<file path="src/rtl/regbank_sb.sv">
// regbank_sb: parametrised 2R/1W register bank with write bypass and per-register busy scoreboard (optional REGBANK_SB_ZERO_REG_EN hardwires register 0)
module regbank_sb #(
  parameter int DATA_W = 32,
  parameter int ADDR_W = 4,
  parameter int BYPASS = 1
) (
  input  logic              clk,
  input  logic              rst_n,
  input  logic [ADDR_W-1:0] ra1,
  output logic [DATA_W-1:0] rd1,
  output logic              rbusy1,
  input  logic [ADDR_W-1:0] ra2,
  output logic [DATA_W-1:0] rd2,
  output logic              rbusy2,
  input  logic              w_en,
  input  logic [ADDR_W-1:0] wa,
  input  logic [DATA_W-1:0] wd,
  input  logic              iss_en,
  input  logic [ADDR_W-1:0] iss_a,
  output logic [ADDR_W:0]   busy_cnt
);
  localparam int DEPTH = 2 ** ADDR_W;
  logic [DATA_W-1:0] regs_q [DEPTH];
  logic [DEPTH-1:0]  busy_q, busy_d;
  logic [ADDR_W:0]   cnt_q, cnt_d;
  logic              we, ie;
  // effective enables; bypass must stay silent while reset is held
`ifdef REGBANK_SB_ZERO_REG_EN
  assign we = w_en && rst_n && (wa != '0);
  assign ie = iss_en && rst_n && (iss_a != '0);
`else
  assign we = w_en && rst_n;
  assign ie = iss_en && rst_n;
`endif
  // next busy vector: write clears, issue sets last so it wins on collision
  always_comb begin
    busy_d = busy_q;
    if (we) busy_d[wa] = 1'b0;
    if (ie) busy_d[iss_a] = 1'b1;
    cnt_d = '0;
    for (int i = 0; i < DEPTH; i++) cnt_d = cnt_d + (ADDR_W+1)'(busy_d[i]);
  end
  // register storage
  always_ff @(posedge clk or negedge rst_n) begin
    if (!rst_n) begin
      for (int i = 0; i < DEPTH; i++) regs_q[i] <= '0;
    end else if (we) begin
      regs_q[wa] <= wd;
    end
  end
  // scoreboard state and its registered population count
  always_ff @(posedge clk or negedge rst_n) begin
    if (!rst_n) begin
      busy_q <= '0;
      cnt_q  <= '0;
    end else begin
      busy_q <= busy_d;
      cnt_q  <= cnt_d;
    end
  end
  assign busy_cnt = cnt_q;
  // read port 1 with optional same-cycle forwarding
  always_comb begin
    rd1    = regs_q[ra1];
    rbusy1 = busy_q[ra1];
    if (BYPASS != 0 && we && wa == ra1) begin
      rd1    = wd;
      rbusy1 = ie && iss_a == ra1;
    end
`ifdef REGBANK_SB_ZERO_REG_EN
    if (ra1 == '0) begin
      rd1    = '0;
      rbusy1 = 1'b0;
    end
`endif
  end
  // read port 2 with optional same-cycle forwarding
  always_comb begin
    rd2    = regs_q[ra2];
    rbusy2 = busy_q[ra2];
    if (BYPASS != 0 && we && wa == ra2) begin
      rd2    = wd;
      rbusy2 = ie && iss_a == ra2;
    end
`ifdef REGBANK_SB_ZERO_REG_EN
    if (ra2 == '0) begin
      rd2    = '0;
      rbusy2 = 1'b0;
    end
`endif
  end
endmodule

</file>
<file path="config.mk">
export PLATFORM = sky130hd
export DESIGN_NAME = regbank_sb
export DESIGN_NICKNAME = d
export VERILOG_FILES = /design/src/rtl/regbank_sb.sv
export SDC_FILE = /design/constraint.sdc
export NUM_CORES = 1
export LEC_CHECK = 0
export BUFFER_PORTS_ARGS = -buffer_cell sky130_fd_sc_hd__buf_4
export CAP_MARGIN = 5
export CORE_UTILIZATION = 55
export DETAILED_ROUTE_END_ITERATION = 12
export GPL_ROUTABILITY_DRIVEN = 0
export PLACE_DENSITY = 0.72
export SLEW_MARGIN = 20
export SYNTH_ARGS = -nofsm -noshare
export SYNTH_HDL_FRONTEND = slang
export SYNTH_SLANG_ARGS = --single-unit
</file>
<file path="constraint.sdc">
create_clock -name clk -period 8.9 [get_ports clk]
set_input_delay 0.89 -clock clk [delete_from_list [all_inputs] [get_ports clk]]
set_output_delay 0.89 -clock clk [all_outputs]
set_load 0.01 [all_outputs]
</file>
==> reports/results.tsv <==
metric	value	unit
fmax	181.9	MHz
synth_adder_area_share	0.009047	
hpwl	42.24	mm
total_power	7577	uW
clk_latency	0.62	ns
vdd_drop_max	0.1676	mV
powerDensity	235.1	nW/um^2
pwr-share-clk	0.315	
min_period	5.499	ns
min_period_over_period	0.6179	
fin_cells	2662	
drive_gt1_frac	0.5232	
cts_resized	0	
cts_buffer_depth	3	
setup_viol_count_final	0	
layout_common_cells	dfrtp_1 (533), mux2_2 (489), mux4_2 (265), buf_4 (157), a22oi_1 (131)	
firstDrtPassIters	5	
clkTransAtPathRegs	0.06	ns
intPower	5451	uW
htreeDepth	2	
clockRootBuffer	clkbuf_16	
status	completed	
yosysTopAreaCellShare	0.4592	
final.setup.tns	0	ns
regToRegStartpoint	busy_q[7]	
fp.dieH	231.8	um
power_frac_comb	0.255	
synth-edff-count	0	
p_switching	2126	uW
synth_cells	1902	
synth_nets	1969	
cts_sinks	533	
required	9.46	ns
yosysSeqAreaShare	0.4592	
drt_wl_total	77.38	mm
grt.total_usage	0.2981	
worst_slew_pin_slew	1.144	ns
port_buffers	122	
yosysWarnings	0	
syn-cell-area	29040	um^2
ys_seq_elements	533	
rsz0062_at_grt	false	
synth_mux_area_frac	0.4316	
grt_pass1_wl	119.7	mm
synth_top_family_by_area	multiplexers	
syn_avg_cell_area	15.27	um^2
num_rows	83	
min_path_type	input port to asynchronous set/reset pin	
start_kind	input port	
synth_compound_area_frac	0.03976	
pin_count	123	
post_cts_buffers	0	
netlist.top_cell.by_area	dfrtp_1	
grt-ovfl-total	0	
via_per_inst	6.891	
first_global_vias	19340	
slew_headroom	0.2375	
drtIter0Drc	1737	
cap_violations	0	
cts_made_buffers	57	
p_seq_frac	0.431	
coreArea	51720	um^2
rr_endpoint	busy_cnt[4]	
leakage	0.01407	uW
yosysUniqueCellTypes	41	
antenna_left	0	
final_max_slew_viol_count	0	
crit_path_max_fanout	127	
grt_max_degree	128	
die_x	231.8	um
synth-simple-area-share	0.02111	
r2r_slack	5.08	ns
mostFrequentLayoutCell	dfrtp_1	
setup_slack	3.401	ns
antenna_found_initial	0	
synth_xor_area_frac	0.005428	
initial_core_util	0.5616	
n_antenna_cell	0	
skew	0.004796	ns
synth_ff_type	dfrtp_1	
dpl.cell_count	2559	
worstPathArrival	6.05	ns
ctsHoldBuffers	0	
hold_viol	0	
switching_share	0.2806	
async_flop_share	1.000	
r2r_cells	13	
cts_tree	built	
final_nets	2005	
area_growth	10.97	%
endpoint_kind	register	
drc	0	
wire_per_inst	29.07	um
post-place-ws	2.762	ns
yosys-top-cells-area	dfrtp_1 (46%), mux4_2 (21%), mux2_2 (19%)	
dieArea	53730	um^2
path_class	input port to register	
num_vias	18340	
metrics by stage:
stage | utilization | hold slack, ns | cell area, um^2
2_1_floorplan | - | 0.4697 | 29040
3_3_place_gp | 0.5870 | 0.4787 | 30360
3_5_place_dp | 0.5870 | 0.4911 | 30360
4_1_cts | 0.6231 | 0.4145 | 32230
5_1_grt | 0.6232 | 0.4656 | 32230
6_report | 0.6232 | 0.3595 | 32230
critical path, stage by stage:
cell	delay [ns]
buf_8	0.61
nand2_2	0.27
nor3_1	0.43
nand2_2	0.07
buf_4	0.34
a22oi_1	0.27
fa_1	0.47
fa_1	0.50
fa_1	0.51
inv_1	0.06
fa_1	0.52
ha_1	0.18
inv_1	0.06
fa_1	0.45
nor2b_1	0.13
o21a_1	0.12
power groups by stage:
stage / Sequential (uW) / Combinational (uW) / Clock [uW]
final: 3260 / 1930 / 2380
after global routing: 3320 / 2110 / 2530
after CTS: 3250 / 1950 / 2430
after detailed placement: 3290 / 1940 / 0
after global placement: 3240 / 1900 / 0
after floorplan: 3180 / 1460 / 0
how the worst max path moves through the flow:
stage | cells past startpoint | slack, ns | end | start
2_1_floorplan | 15 | 4.07 | busy_cnt[4] | wa[3]
3_3_place_gp | 16 | 2.91 | busy_cnt[4] | rst_n
3_5_place_dp | 16 | 2.76 | busy_cnt[4] | rst_n
4_1_cts | 16 | 3.41 | busy_cnt[4] | rst_n
5_1_grt | 16 | 3.04 | busy_cnt[4] | rst_n
6_report | 16 | 3.40 | busy_cnt[4] | rst_n
state kept, by name, indices dropped and copies added (netlist names):
name and flops:
busy_q 16, regs_q 512, busy_cnt 5
cell families (layout without fill, tap and decap cells):
kind of cell | count (synthesis) | in the layout
simple gates | 136 | 136
fa+ha+maj | 15 | 15
xor+xnor | 18 | 18
buf+inv | 199 | 279
flops | 533 | 533
compound gates | 152 | 152
mux | 849 | 849
cells in the mapped netlist, types with 2 or more instances:
library cell and number:
nand2b_1 2, fa_1 10, mux2i_1 7, inv_1 13, a22oi_1 131, nand2_1 81, nor3_1 3, nor2b_1 10
xnor2_1 14, dfrtp_1 533, buf_4 4, o21ai_0 4, nand3_1 5, mux2_1 88, clkbuf_1 80, a32o_1 2
a22o_1 10, nand4b_1 2, nor2_1 19, buf_2 71, mux4_2 265, nand4_1 4, buf_1 14, buf_6 16
mux2_2 489, ha_1 5, nor3b_1 3, xor2_1 4
layout make-up:
class                   count  area (um^2)
clock buffers              78         1625
clock inverters            25        244.0
fillers                  3812        19490
inverters                  13        48.80
multi-input cells        1170        14870
flip-flops and latches    533        13340
well taps                 680        850.8
repair buffers            163         1257
per-layer routing:
metal  part of all wire  global-route usage  vias up
met3              0.071             0.04899      162
met4              0.028             0.09437        0
met2               0.47              0.4600      754
li1                   -                   -     7459
met1               0.43              0.4353     9968
met5                  0                   0        -
(Power assumes the default switching activity.)
